File: src/rtl/servo_pkg.sv
// Shared constants, state encoding and helpers for the servo angle-to-duty path.
package servo_pkg;

  localparam int TICKS_PER_FRAME = 4000;
  localparam int CICLO_W         = 12;
  localparam int ANGLE_W         = 8;
  localparam int PROD_W          = 16;

  localparam int DEF_MIN_TICKS   = 200;
  localparam int DEF_SPAN_TICKS  = 200;
  localparam int DEF_MAX_ANGLE   = 180;
  localparam int DEF_STEP_TICKS  = 4;

  typedef enum logic [1:0] {
    ST_IDLE    = 2'd0,
    ST_CONVERT = 2'd1,
    ST_RAMP    = 2'd2
  } servo_state_e;

  function automatic logic [ANGLE_W-1:0] clamp_angle(input logic [ANGLE_W-1:0] a,
                                                     input logic [ANGLE_W-1:0] max_a);
    return (a > max_a) ? max_a : a;
  endfunction

endpackage

File: src/rtl/serial_div.sv
// Unsigned 16/8 restoring divider: one quotient bit per cycle, 16 iterations,
// done pulses the cycle after the last iteration. A new start aborts any division.
module serial_div
  import servo_pkg::*;
(
  input  logic               clk_i,
  input  logic               rst_i,
  input  logic               start_i,
  input  logic [PROD_W-1:0]  dividend_i,
  input  logic [7:0]         divisor_i,
  output logic               done_o,
  output logic [CICLO_W-1:0] quotient_o
);

  logic [PROD_W-1:0] quo_q, quo_d;
  logic [7:0]        rem_q, rem_d;
  logic [3:0]        cnt_q, cnt_d;
  logic              busy_q, busy_d;
  logic              done_q, done_d;
  logic [8:0]        rem_sh_s;

  // Shift-subtract step; the dividend shifts out of quo_q as quotient bits shift in
  always_comb begin
    quo_d    = quo_q;
    rem_d    = rem_q;
    cnt_d    = cnt_q;
    busy_d   = busy_q;
    done_d   = 1'b0;
    rem_sh_s = {rem_q, quo_q[PROD_W-1]};
    if (start_i) begin
      quo_d  = dividend_i;
      rem_d  = 8'd0;
      cnt_d  = 4'd0;
      busy_d = 1'b1;
    end else if (busy_q) begin
      if (rem_sh_s >= {1'b0, divisor_i}) begin
        rem_d = 8'(rem_sh_s - {1'b0, divisor_i});
        quo_d = {quo_q[PROD_W-2:0], 1'b1};
      end else begin
        rem_d = rem_sh_s[7:0];
        quo_d = {quo_q[PROD_W-2:0], 1'b0};
      end
      cnt_d = cnt_q + 4'd1;
      if (cnt_q == 4'd15) begin
        busy_d = 1'b0;
        done_d = 1'b1;
      end else begin
        busy_d = 1'b1;
      end
    end else begin
      busy_d = 1'b0;
    end
  end

  // Divider state registers
  always_ff @(posedge clk_i) begin
    if (rst_i) begin
      quo_q  <= '0;
      rem_q  <= 8'd0;
      cnt_q  <= 4'd0;
      busy_q <= 1'b0;
      done_q <= 1'b0;
    end else begin
      quo_q  <= quo_d;
      rem_q  <= rem_d;
      cnt_q  <= cnt_d;
      busy_q <= busy_d;
      done_q <= done_d;
    end
  end

  assign done_o     = done_q;
  assign quotient_o = quo_q[CICLO_W-1:0];

endmodule

File: src/rtl/servo_angle_ramp.sv
// Angle request -> duty ticks for the servo PWM stage, slewed once per frame.
// Macro SERVO_RAMP_EN enables the slew-limited ramp; without it the duty jumps to target.
module servo_angle_ramp
  import servo_pkg::*;
#(
  parameter int MIN_TICKS  = DEF_MIN_TICKS,
  parameter int SPAN_TICKS = DEF_SPAN_TICKS,
  parameter int MAX_ANGLE  = DEF_MAX_ANGLE,
  parameter int FRAME_CLKS = 1000000
`ifdef SERVO_RAMP_EN
  ,
  parameter int STEP_TICKS = DEF_STEP_TICKS
`endif
) (
  input  logic               clk_i,
  input  logic               rst_i,
  input  logic [ANGLE_W-1:0] angle_i,
  input  logic               angle_valid_i,
  output logic               angle_ready_o,
  input  logic               enable_i,
  output logic [CICLO_W-1:0] ciclo_o,
  output logic               at_target_o,
  output logic               frame_tick_o
);

  localparam int FCW = (FRAME_CLKS > 1) ? $clog2(FRAME_CLKS) : 1;
  localparam logic [FCW-1:0]     FRAME_LAST = FCW'(FRAME_CLKS - 1);
  localparam logic [CICLO_W-1:0] MID_TICKS  = CICLO_W'(MIN_TICKS + SPAN_TICKS / 2);
  localparam logic [CICLO_W-1:0] MIN_T      = CICLO_W'(MIN_TICKS);
  localparam logic [ANGLE_W-1:0] MAX_A      = ANGLE_W'(MAX_ANGLE);

  servo_state_e       state_q, state_d;
  logic [ANGLE_W-1:0] ang_q, ang_d;
  logic               start_q, start_d;
  logic [CICLO_W-1:0] target_q, target_d;
  logic [CICLO_W-1:0] pos_q, pos_d;
  logic               at_q, at_d;
  logic [CICLO_W-1:0] ciclo_q, ciclo_d;
  logic [FCW-1:0]     fcnt_q, fcnt_d;
  logic               ftick_q, ftick_d;

  logic               ready_s;
  logic               accept_s;
  logic               div_done_s;
  logic [CICLO_W-1:0] quot_s;
  logic [CICLO_W-1:0] new_tgt_s;
  logic [PROD_W-1:0]  product_s;
`ifdef SERVO_RAMP_EN
  logic [CICLO_W-1:0] diff_s;
  localparam logic [CICLO_W-1:0] STEP_T = CICLO_W'(STEP_TICKS);
`endif

  assign ready_s    = (state_q != ST_CONVERT);
  assign accept_s   = angle_valid_i && ready_s;
  assign product_s  = PROD_W'(ang_q) * PROD_W'(SPAN_TICKS);
  assign new_tgt_s  = MIN_T + quot_s;

  // Divider is launched the cycle after acceptance so the target lands 18 edges later
  serial_div u_div (
    .clk_i      (clk_i),
    .rst_i      (rst_i),
    .start_i    (start_q),
    .dividend_i (product_s),
    .divisor_i  (MAX_A),
    .done_o     (div_done_s),
    .quotient_o (quot_s)
  );

  // Next-state logic: control FSM, target/position update, frame counter, duty output
  always_comb begin
    state_d  = state_q;
    ang_d    = ang_q;
    start_d  = 1'b0;
    target_d = target_q;
    pos_d    = pos_q;
    at_d     = at_q;
`ifdef SERVO_RAMP_EN
    diff_s   = (target_q > pos_q) ? (target_q - pos_q) : (pos_q - target_q);
`endif
    case (state_q)
      ST_IDLE, ST_RAMP: begin
        if (accept_s) begin
          ang_d   = clamp_angle(angle_i, MAX_A);
          start_d = 1'b1;
          state_d = ST_CONVERT;
`ifdef SERVO_RAMP_EN
        end else if ((state_q == ST_RAMP) && ftick_q) begin
          // Final step snaps to target so the ramp never overshoots
          if (diff_s <= STEP_T) begin
            pos_d   = target_q;
            at_d    = 1'b1;
            state_d = ST_IDLE;
          end else if (target_q > pos_q) begin
            pos_d = pos_q + STEP_T;
          end else begin
            pos_d = pos_q - STEP_T;
          end
`endif
        end else begin
          state_d = state_q;
        end
      end
      ST_CONVERT: begin
        if (div_done_s) begin
          target_d = new_tgt_s;
`ifdef SERVO_RAMP_EN
          if (new_tgt_s == pos_q) begin
            at_d    = 1'b1;
            state_d = ST_IDLE;
          end else begin
            at_d    = 1'b0;
            state_d = ST_RAMP;
          end
`else
          pos_d   = new_tgt_s;
          at_d    = 1'b1;
          state_d = ST_IDLE;
`endif
        end else begin
          state_d = ST_CONVERT;
        end
      end
      default: begin
        state_d = ST_IDLE;
      end
    endcase

    if (fcnt_q == FRAME_LAST) begin
      fcnt_d  = '0;
      ftick_d = 1'b1;
    end else begin
      fcnt_d  = fcnt_q + FCW'(1);
      ftick_d = 1'b0;
    end

    if (enable_i) begin
      ciclo_d = pos_q;
    end else begin
      ciclo_d = '0;
    end
  end

  // State registers with synchronous reset
  always_ff @(posedge clk_i) begin
    if (rst_i) begin
      state_q  <= ST_IDLE;
      ang_q    <= '0;
      start_q  <= 1'b0;
      target_q <= MID_TICKS;
      pos_q    <= MID_TICKS;
      at_q     <= 1'b1;
      ciclo_q  <= '0;
      fcnt_q   <= '0;
      ftick_q  <= 1'b0;
    end else begin
      state_q  <= state_d;
      ang_q    <= ang_d;
      start_q  <= start_d;
      target_q <= target_d;
      pos_q    <= pos_d;
      at_q     <= at_d;
      ciclo_q  <= ciclo_d;
      fcnt_q   <= fcnt_d;
      ftick_q  <= ftick_d;
    end
  end

  assign angle_ready_o = ready_s;
  assign ciclo_o       = ciclo_q;
  assign at_target_o   = at_q;
  assign frame_tick_o  = ftick_q;

endmodule

File: config.mk
export PLATFORM = sky130hd
export DESIGN_NAME = servo_angle_ramp
export DESIGN_NICKNAME = d
export VERILOG_FILES = /design/src/rtl/servo_pkg.sv /design/src/rtl/serial_div.sv /design/src/rtl/servo_angle_ramp.sv
export SDC_FILE = /design/constraint.sdc
export NUM_CORES = 1
export LEC_CHECK = 0
export ABC_CLOCK_PERIOD_IN_PS = 6800
export BUFFER_PORTS_ARGS = -buffer_cell sky130_fd_sc_hd__buf_2
export CAP_MARGIN = 20
export CORE_MARGIN = 5
export CORE_UTILIZATION = 40
export DETAILED_ROUTE_END_ITERATION = 12
export PLACE_DENSITY = 0.52
export REMOVE_ABC_BUFFERS = 1
export SKIP_LAST_GASP = 1
export SLEW_MARGIN = 20
export SYNTH_ARGS = -nofsm -noshare
export SYNTH_HDL_FRONTEND = slang
export SYNTH_HIERARCHICAL = 1
export SYNTH_SLANG_ARGS = --single-unit
File: constraint.sdc
create_clock -name clk_i -period 6.8 [get_ports clk_i]
set_clock_uncertainty 0.05 [all_clocks]
set_input_delay 0.34 -clock clk_i [delete_from_list [all_inputs] [get_ports clk_i]]
set_output_delay 0.34 -clock clk_i [all_outputs]
set_load 0.005 [all_outputs]
==> results of run 1 <==
path summary, 6_finish.rpt:
path / slack (ns) / startpoint / endpoint / depth (start not counted)
worst max register to register: 3.38 / ang_q[4]$_SDFFE_PP0P_ / u_div/quo_q[15]$_SDFFE_PP0P_ / 12
worst min register to register: 0.39 / fcnt_q[0]$_SDFF_PP0_ / fcnt_q[0]$_SDFF_PP0_ / 1
worst min-delay path: 0.21 / angle_i[2] / ang_q[2]$_SDFFE_PP0P_ / 2
worst max-delay path: 3.38 / ang_q[4]$_SDFFE_PP0P_ / u_div/quo_q[15]$_SDFFE_PP0P_ / 12
worst max-delay path, cell delays in order, from the launching register on:
cell	delay (ns)
dfxtp_1	0.39
ha_1	0.26
ha_1	0.28
inv_1	0.05
fa_1	0.49
inv_1	0.04
ha_1	0.35
and3_1	0.18
a2111oi_0	0.68
a21oi_1	0.17
xnor2_1	0.17
a21oi_1	0.14
nor2_1	0.05
layout by cell type, fill, tap and decap left out, types with 3 or more instances in the layout:
cell type  netlist  routed
clkbuf_16        0       9
xnor2_1         14      14
o21ai_0         19      19
o21a_1           7       7
o211ai_1         4       4
xor2_1          16      16
a211oi_1         3       3
a21o_1           4       4
nand2_1         34      34
or4_1            4       4
mux2i_1         20      20
ha_1            40      40
and2_1          16      16
nand3_1         18      18
and3_1           5       5
buf_2            1      25
buf_4           13       4
o31ai_1          5       5
a311oi_1         3       3
inv_1           25      25
a21oi_1         44      44
nand4_1          8       8
or3_1            7       7
dfxtp_1         85      85
nor2_1          68      68
conb_1           2      13
nor2b_1          3       3
fa_1             4       4
nand3b_1         3       3
logic make-up (layout without fill, tap and decap cells):
logic type,Yosys count,after routing,synth area share (%)
xor gates and xnor gates,30,30,5.71
other,2,13,0.163
and+or+nand+nor,178,178,18.8
adders and majority gates,44,44,12.6
muxes,22,22,4.92
AOI/OAI and AO/OA,105,105,14.4
buffers and inverters,59,70,6.39
DFF,85,85,37.0
cell usage after synthesis, types with 7 or more instances:
| library cell | number |
|---|---|
| o21a_1 | 7 |
| nand2_1 | 34 |
| mux2i_1 | 20 |
| buf_4 | 13 |
| or3_1 | 7 |
| inv_1 | 25 |
| dfxtp_1 | 85 |
| xnor2_1 | 14 |
| ha_1 | 40 |
| and2_1 | 16 |
| o21ai_0 | 19 |
| a21oi_1 | 44 |
| nor2_1 | 68 |
| nand4_1 | 8 |
| nand3_1 | 18 |
| clkbuf_1 | 15 |
| xor2_1 | 16 |
stage by stage:
stage / power, mW / instances / utilization, % / hold slack (ns) / setup slack, ns
2_1_floorplan: 0.643 / 502 / - / 0.359 / 3.64
3_3_place_gp: 0.681 / 674 / 42.0 / 0.374 / 3.46
3_5_place_dp: 0.682 / 674 / 42.0 / 0.383 / 3.34
4_1_cts: 1.21 / 690 / 44.8 / 0.193 / 3.32
5_1_grt: 1.26 / 690 / 44.8 / 0.208 / 3.13
6_report: 1.20 / 690 / 44.8 / 0.208 / 3.38
power groups by stage:
stage                     clock network, mW  registers, mW  logic, mW
final                                 0.525          0.529      0.142
after global routing                  0.562          0.531      0.167
after CTS                             0.540          0.529      0.144
after detailed placement                  0          0.540      0.142
after global placement                    0          0.540      0.141
after floorplan                           0          0.540      0.103
area by class of cell:
cell class / count / share of cell area (%)
Multi-Input combinational cell: 392 / 51.9
Sequential cell: 85 / 33.4
Clock buffer: 9 / 4.42
Tap cell: 143 / 3.51
Timing Repair Buffer: 29 / 3.04
Clock inverter: 7 / 1.91
Inverter: 25 / 1.84
state kept, by name (all words and copies together), names as in the netlist:
name / flops
ang_q: 8
ciclo_o: 12
fcnt_q: 20
frame_tick_o: 1
pos_q: 12
start_q: 1
state_q: 1
u_div/busy_q: 1
u_div/cnt_q: 4
u_div/done_o: 1
u_div/quo_q: 16
u_div/rem_q: 8
metal layers:
metal	track usage, %	routed length, microns
met3	3.08	370
met5	0	0
met1	19.6	4650
met4	4.59	125
met2	19.4	3370
==> flow_summary.yaml, run 1 <==
yosys:
  synth_warnings: 6
  synth_cells: 525
  ys_ff_latch: 85
  synth_seq_area_share_pct: 37.0
  synth_top_cell_area_share_pct: 37.0
  ys_top_cells_by_area: "dfxtp_1, ha_1, nor2_1"
  synth_area_sq_mm: 0.00460
  ys_types: 55
  async_reset_ff_share_pct: 0
  synth-edff-count: 0
  syn_area_per_cell_sq_um: 8.76
  synth_flop_cell: "dfxtp_1"
  synth_top_cell_by_area: "dfxtp_1"
final_layout:
  multi_input_area_sq_mm: 0.00265
  n_antenna_cell: 0
  drive_above_1_share_pct: 9.69
  fill_cells: 1129
  fin_area_sq_mm: 0.00510
  num-nets-final: 598
  area_growth_pct: 10.8
  seqCellArea_sq_mm: 0.00170
pwr:
  power_density_mw_per_mm2: 235
  p_comb_share_pct: 11.9
  power.switching_uw: 297
  switching_share_pct: 24.8
  max-vdd-ir-drop_mv: 0.144
  p_clk_share_pct: 43.9
  power_leakage_nw: 2.21
  seqPwrFrac_pct: 44.2
  p_int_uw: 899
detailed_routing:
  drt_iter0_markers: 122
  antenna_left: 0
  viasPerCell: 4.94
  wirelength_microns: 8520
  post_drt_wl_per_cell_microns: 12.3
  drtPass1Iterations: 4
  dr_total_vias: 3406
  drc: 0
cts:
  htreeDepth: 3
  hold_buffers: 0
  tritoncts: "yes"
  clock-sinks: 85
  cts_made_buffers: 9
  root_buffer: "clkbuf_16"
  cts_resized: 0
  clkTransAtPathRegs_ns: 0.06
  cts_buffer_depth: 2
  clock_latency_ns: 0.33
  cts_setup_buffers: 0
status:
  status: "complete, no violations"
die:
  rows: 39
  start_util_pct: 40.5
  fp.dieW_microns: 117
  dieArea_sq_mm: 0.0137
  die_y_microns: 117
  core-area_sq_mm: 0.0114
  io_pins: 27
timing:
  post-route-min-period_ns: 3.42
  drv_slew: 0
  worst_slew_pin_slew_ns: 0.993
  setup_violations: 0
  hold_viol_final: 0
  rsz0062_at_grt: "false"
  post-route-period-util_pct: 50.3
  setup_tns_ns: 0
  slew_headroom_pct: 33.6
  fmax_ghz: 0.292
setup_path:
  criticalPathCategory: "reg2reg"
  end_kind: "flip-flop"
  crit_path_start_kind: "flip-flop"
  cp.arrival_ns: 3.59
  path_max_fanout: 5
  critPathRequiredTime_ns: 6.96
run:
  cap_violations: 0
hold_path:
  hp-class: "in2reg"
global_routing:
  grt_pass1_vias: 3253
  overflow: 0
  antenna_found_initial: 0
  grtUsageTotal_pct: 13.4
  grt_pass1_wl_microns: 14800
  grt_max_degree: 39
place:
  place_area_sq_mm: 0.00478
  gp_congestion: 0.766
  io_buffer_count: 25
  dp_hpwl_microns: 6240
(Power assumes the default switching activity.)
==> run 2: changes to the inputs <==
--- a/config.mk
+++ b/config.mk
@@ -5,7 +5,7 @@
 export SDC_FILE = /design/constraint.sdc
 export NUM_CORES = 1
 export LEC_CHECK = 0
-export ABC_CLOCK_PERIOD_IN_PS = 6800
+export ABC_CLOCK_PERIOD_IN_PS = 3400
 export BUFFER_PORTS_ARGS = -buffer_cell sky130_fd_sc_hd__buf_2
 export CAP_MARGIN = 20
 export CORE_MARGIN = 5
==> constraint.sdc (replaced) <==
create_clock -name clk_i -period 3.4 [get_ports clk_i]
set_clock_uncertainty 0.05 [all_clocks]
set_input_delay 0.17 -clock clk_i [delete_from_list [all_inputs] [get_ports clk_i]]
set_output_delay 0.17 -clock clk_i [all_outputs]
set_load 0.005 [all_outputs]
==> flow_summary.yaml, run 2 (synthesized netlist as in run 1, its figures left out) <==
status:
  status: "complete, no violations"
place:
  dp_hpwl_microns: 6370
  io_buffer_count: 25
  gp_congestion: 0.760
  place_area_sq_mm: 0.00480
timing:
  worst_slew_pin_slew_ns: 1.01
  setup_tns_ns: 0
  slew_headroom_pct: 32.7
  whs_ns: 0.0405
  hold_viol_final: 0
  post-route-min-period_ns: 3.10
  rsz0062_at_grt: "false"
  fmax_ghz: 0.323
  setup_violations: 0
  drv_slew: 0
  post-route-period-util_pct: 91.1
detailed_routing:
  post_drt_wl_per_cell_microns: 12.3
  dr_total_vias: 3422
  route.met2.wl_microns: 3610
  drtPass1Iterations: 4
  drt_iter0_markers: 147
  dr_wl_met3_microns: 383
  drc: 0
  wirelength_microns: 8530
  viasPerCell: 4.94
  antenna_left: 0
  wl_met1_microns: 4470
  top_layer: "met4"
cts:
  hold_buffers: 0
  htreeDepth: 3
  cts_buffer_depth: 2
  clock_latency_ns: 0.33
  tritoncts: "yes"
  cts_made_buffers: 9
  clkTransAtPathRegs_ns: 0.06
  cts_resized: 0
  root_buffer: "clkbuf_16"
  clock-sinks: 85
  cts_setup_buffers: 0
setup_path:
  crit_path_start_kind: "flip-flop"
  r2r_slack_ns: 0.30
  path_max_fanout: 4
  end_kind: "flip-flop"
  cp.arrival_ns: 3.27
  timing.rr.end: "u_div/quo_q[15]$_SDFFE_PP0P_"
  rr_startpoint: "ang_q[3]$_SDFFE_PP0P_"
  criticalPathCategory: "reg2reg"
  r2r_cells: 13
  critPathRequiredTime_ns: 3.58
final_layout:
  largestRegisters: "fcnt_q: 20 flops, u_div/quo_q: 16 flops"
  n_antenna_cell: 0
  area_growth_pct: 11.6
  regMostFlops: "fcnt_q"
  num-nets-final: 601
  drive_above_1_share_pct: 10.2
  final_common_cell: "dfxtp_1"
  fin_area_sq_mm: 0.00513
  largest_reg_flops: 20
  final_cell_mix: "dfxtp_1, nor2_1, a21oi_1"
pwr:
  power_density_mw_per_mm2: 471
  max-vdd-ir-drop_mv: 0.310
  power_leakage_nw: 2.23
  power_mw: 2.42
run:
  cap_violations: 0
global_routing:
  grtUsageTotal_pct: 13.4
  grt_max_degree: 26
  antenna_found_initial: 0
  grt_pass1_wl_microns: 14800
  grt_pass1_vias: 3136
  overflow: 0
die:
  start_util_pct: 40.5
  core-area_sq_mm: 0.0114
  dieArea_sq_mm: 0.0137
  fp.dieW_microns: 117
  die_y_microns: 117
  rows: 39
  io_pins: 27
hold_path:
  hp-start: "angle_i[4]"
  holdPathEnd: "ang_q[4]$_SDFFE_PP0P_"
  hold_path_depth: 3
  hp-class: "in2reg"
## run 2: final cells by class
class,instances,area [sq um]
fillers,1146,6240
multi-input cells,392,2650
flip-flops and latches,85,1700
clock buffers,11,253
well taps,143,179
repair buffers,32,178
inverters,25,93.8
clock inverters,5,81.3
## run 2: worst max-delay path, stage by stage (launching register included)
cell,delay (ns)
dfxtp_1,0.35
ha_1,0.31
ha_1,0.28
inv_1,0.05
fa_1,0.49
inv_1,0.04
ha_1,0.29
and3_1,0.16
a2111oi_0,0.41
buf_4,0.19
a21oi_1,0.07
xnor2_1,0.12
a21oi_1,0.14
nor2_1,0.05
## run 2: worst max path at each step
stage	slack, ns	end	startpoint	cells past startpoint
final	0.30	u_div/quo_q[15]$_SDFFE_PP0P_	ang_q[3]$_SDFFE_PP0P_	13
after floorplan	0.24	u_div/quo_q[15]$_SDFFE_PP0P_	ang_q[3]$_SDFFE_PP0P_	12
after global placement	0.33	u_div/quo_q[15]$_SDFFE_PP0P_	ang_q[3]$_SDFFE_PP0P_	13
after detailed placement	0.29	u_div/quo_q[15]$_SDFFE_PP0P_	ang_q[3]$_SDFFE_PP0P_	13
after global routing	0.02	u_div/quo_q[15]$_SDFFE_PP0P_	ang_q[3]$_SDFFE_PP0P_	13
after CTS	0.27	u_div/quo_q[15]$_SDFFE_PP0P_	ang_q[3]$_SDFFE_PP0P_	13
## run 2: through the flow
| stage | instances | util, % | worst slack, ns |
|---|---|---|---|
| final | 693 | 45.1 | 0.302 |
| after CTS | 693 | 45.1 | 0.270 |
| after floorplan | 502 | - | 0.237 |
| after global placement | 677 | 42.2 | 0.331 |
| after detailed placement | 677 | 42.2 | 0.289 |
| after global routing | 693 | 45.1 | 0.0241 |
## run 2: report_power, final
part / internal, mW / switching [mW] / leakage, nW
Sequential: 1.03 / 0.0349 / 0.690
Combinational: 0.129 / 0.156 / 1.38
Clock: 0.684 / 0.387 / 0.162
## run 2: routing by layer
layer / vias up / GRT usage (%)
met5: - / 0
met4: 0 / 4.13
met3: 8 / 3.50
met2: 48 / 19.4
met1: 1535 / 19.5
li1: 1831 / -
==> run 3: changes to the inputs <==
--- a/config.mk
+++ b/config.mk
@@ -10,9 +10,9 @@
 export CAP_MARGIN = 20
 export CORE_MARGIN = 5
 export CORE_UTILIZATION = 40
+export CTS_BUF_LIST = sky130_fd_sc_hd__clkbuf_16
 export DETAILED_ROUTE_END_ITERATION = 12
 export PLACE_DENSITY = 0.52
-export REMOVE_ABC_BUFFERS = 1
 export SKIP_LAST_GASP = 1
 export SLEW_MARGIN = 20
 export SYNTH_ARGS = -nofsm -noshare
==> flow_summary.yaml, run 3 (synthesized netlist as in run 1, its figures left out) <==
place:
  place_area_sq_mm: 0.00479
  io_buffer_count: 25
  place_ws_ns: 0.300
  gp_congestion: 0.794
  dp_hpwl_microns: 6490
timing:
  rsz0062_at_grt: "false"
  post-route-min-period_ns: 3.10
  drv_slew: 0
  setup_ws_ns: 0.302
  worst_slew_pin_slew_ns: 0.981
  hold_viol_final: 0
  setup_tns_ns: 0
  whs_ns: 0.0378
  fmax_ghz: 0.323
  setup_violations: 0
  slew_headroom_pct: 34.4
  post-route-period-util_pct: 91.1
cts:
  cts_resized: 0
  cts_buffer_depth: 2
  cts_made_buffers: 9
  root_buffer: "clkbuf_16"
  tritoncts: "yes"
  htreeDepth: 3
  clkTransAtPathRegs_ns: 0.07
  clock-sinks: 85
  hold_buffers: 0
  cts_setup_buffers: 0
  clock_latency_ns: 0.33
global_routing:
  grt_max_degree: 27
  grtUsageTotal_pct: 13.6
  overflow: 0
  antenna_found_initial: 0
  grt_pass1_vias: 3347
  grt_pass1_wl_microns: 15200
die:
  fp.dieW_microns: 117
  dieArea_sq_mm: 0.0137
  start_util_pct: 40.5
  io_pins: 27
  rows: 39
  die_y_microns: 117
  core-area_sq_mm: 0.0114
setup_path:
  path_max_fanout: 4
  crit_path_start_kind: "flip-flop"
  criticalPathCategory: "reg2reg"
  end_kind: "flip-flop"
  critPathRequiredTime_ns: 3.57
  cp.arrival_ns: 3.27
  r2r_cells: 11
detailed_routing:
  drc: 0
  antenna_left: 0
  dr_total_vias: 3466
  wirelength_microns: 8670
  drt_iter0_markers: 150
  viasPerCell: 5.01
  drtPass1Iterations: 4
  post_drt_wl_per_cell_microns: 12.5
final_layout:
  seqCellArea_sq_mm: 0.00170
  final_common_cell: "dfxtp_1"
  fill_cells: 1160
  n_antenna_cell: 0
  drive_above_1_share_pct: 9.65
  fin_area_sq_mm: 0.00506
  largestRegisters: "fcnt_q: 20 flops, u_div/quo_q: 16 flops"
  regMostFlops: "fcnt_q"
  largest_reg_flops: 20
  multi_input_area_sq_mm: 0.00265
  final_cell_mix: "dfxtp_1, nor2_1, a21oi_1"
  area_growth_pct: 9.93
  num-nets-final: 600
pwr:
  power_density_mw_per_mm2: 442
  max-vdd-ir-drop_mv: 0.269
  power_leakage_nw: 2.19
hold_path:
  hp-class: "in2reg"
  hold_path_depth: 2
status:
  status: "complete, no violations"
run:
  cap_violations: 0
## run 3: cell count changes in the layout (fill, tap and decap cells not counted), sizes merged
cell,before,now
buf,32,31
bufinv,2,0
clkbuf,11,9
clkinv,1,4
clkinvlp,1,2
## run 3: final cells by class
cell class	count	area share, %
repair buffers	31	3.36
flip-flops and latches	85	33.6
multi-input cells	392	52.3
clock inverters	7	0.816
inverters	25	1.86
well taps	143	3.54
clock buffers	9	4.45
## run 3: metal layers
metal  GRT usage (%)  part of all wire, %  wire length, microns
met2            22.1                   45                  3910
met1            18.0                   50                  4370
met3            2.72                  3.2                   274
met4            4.74                  1.4                   121
met5               0                    0                     0
## run 3: final timing paths
path	startpoint	endpoint	slack (ns)
setup / recovery	ang_q[2]$_SDFFE_PP0P_	u_div/quo_q[15]$_SDFFE_PP0P_	0.30
hold reg to reg	fcnt_q[0]$_SDFF_PP0_	fcnt_q[0]$_SDFF_PP0_	0.40
hold / removal	angle_i[2]	ang_q[2]$_SDFFE_PP0P_	0.04
setup reg to reg	ang_q[2]$_SDFFE_PP0P_	u_div/quo_q[15]$_SDFFE_PP0P_	0.30
## run 3: per-stage QoR
| stage | utilization, % | total power, mW | cells |
|---|---|---|---|
| 4_1_cts | 44.5 | 2.26 | 692 |
| 3_3_place_gp | 42.1 | 1.37 | 676 |
| 2_1_floorplan | - | 1.31 | 536 |
| 3_5_place_dp | 42.1 | 1.37 | 676 |
| 5_1_grt | 44.5 | 2.36 | 692 |
| 6_report | 44.5 | 2.24 | 692 |
## run 3: where the power goes
part / internal [mW] / switching, mW
sequential: 1.03 / 0.0378
combinational: 0.128 / 0.152
clock: 0.490 / 0.404
total: 1.64 / 0.594
## run 3: critical path: stages (launching register included)
cell,delay (ns)
dfxtp_1,0.34
ha_1,0.30
ha_1,0.31
fa_1,0.46
ha_1,0.36
a21o_1,0.21
a2111oi_0,0.38
buf_4,0.19
a21oi_1,0.07
xnor2_1,0.12
a21oi_1,0.14
nor2_1,0.05
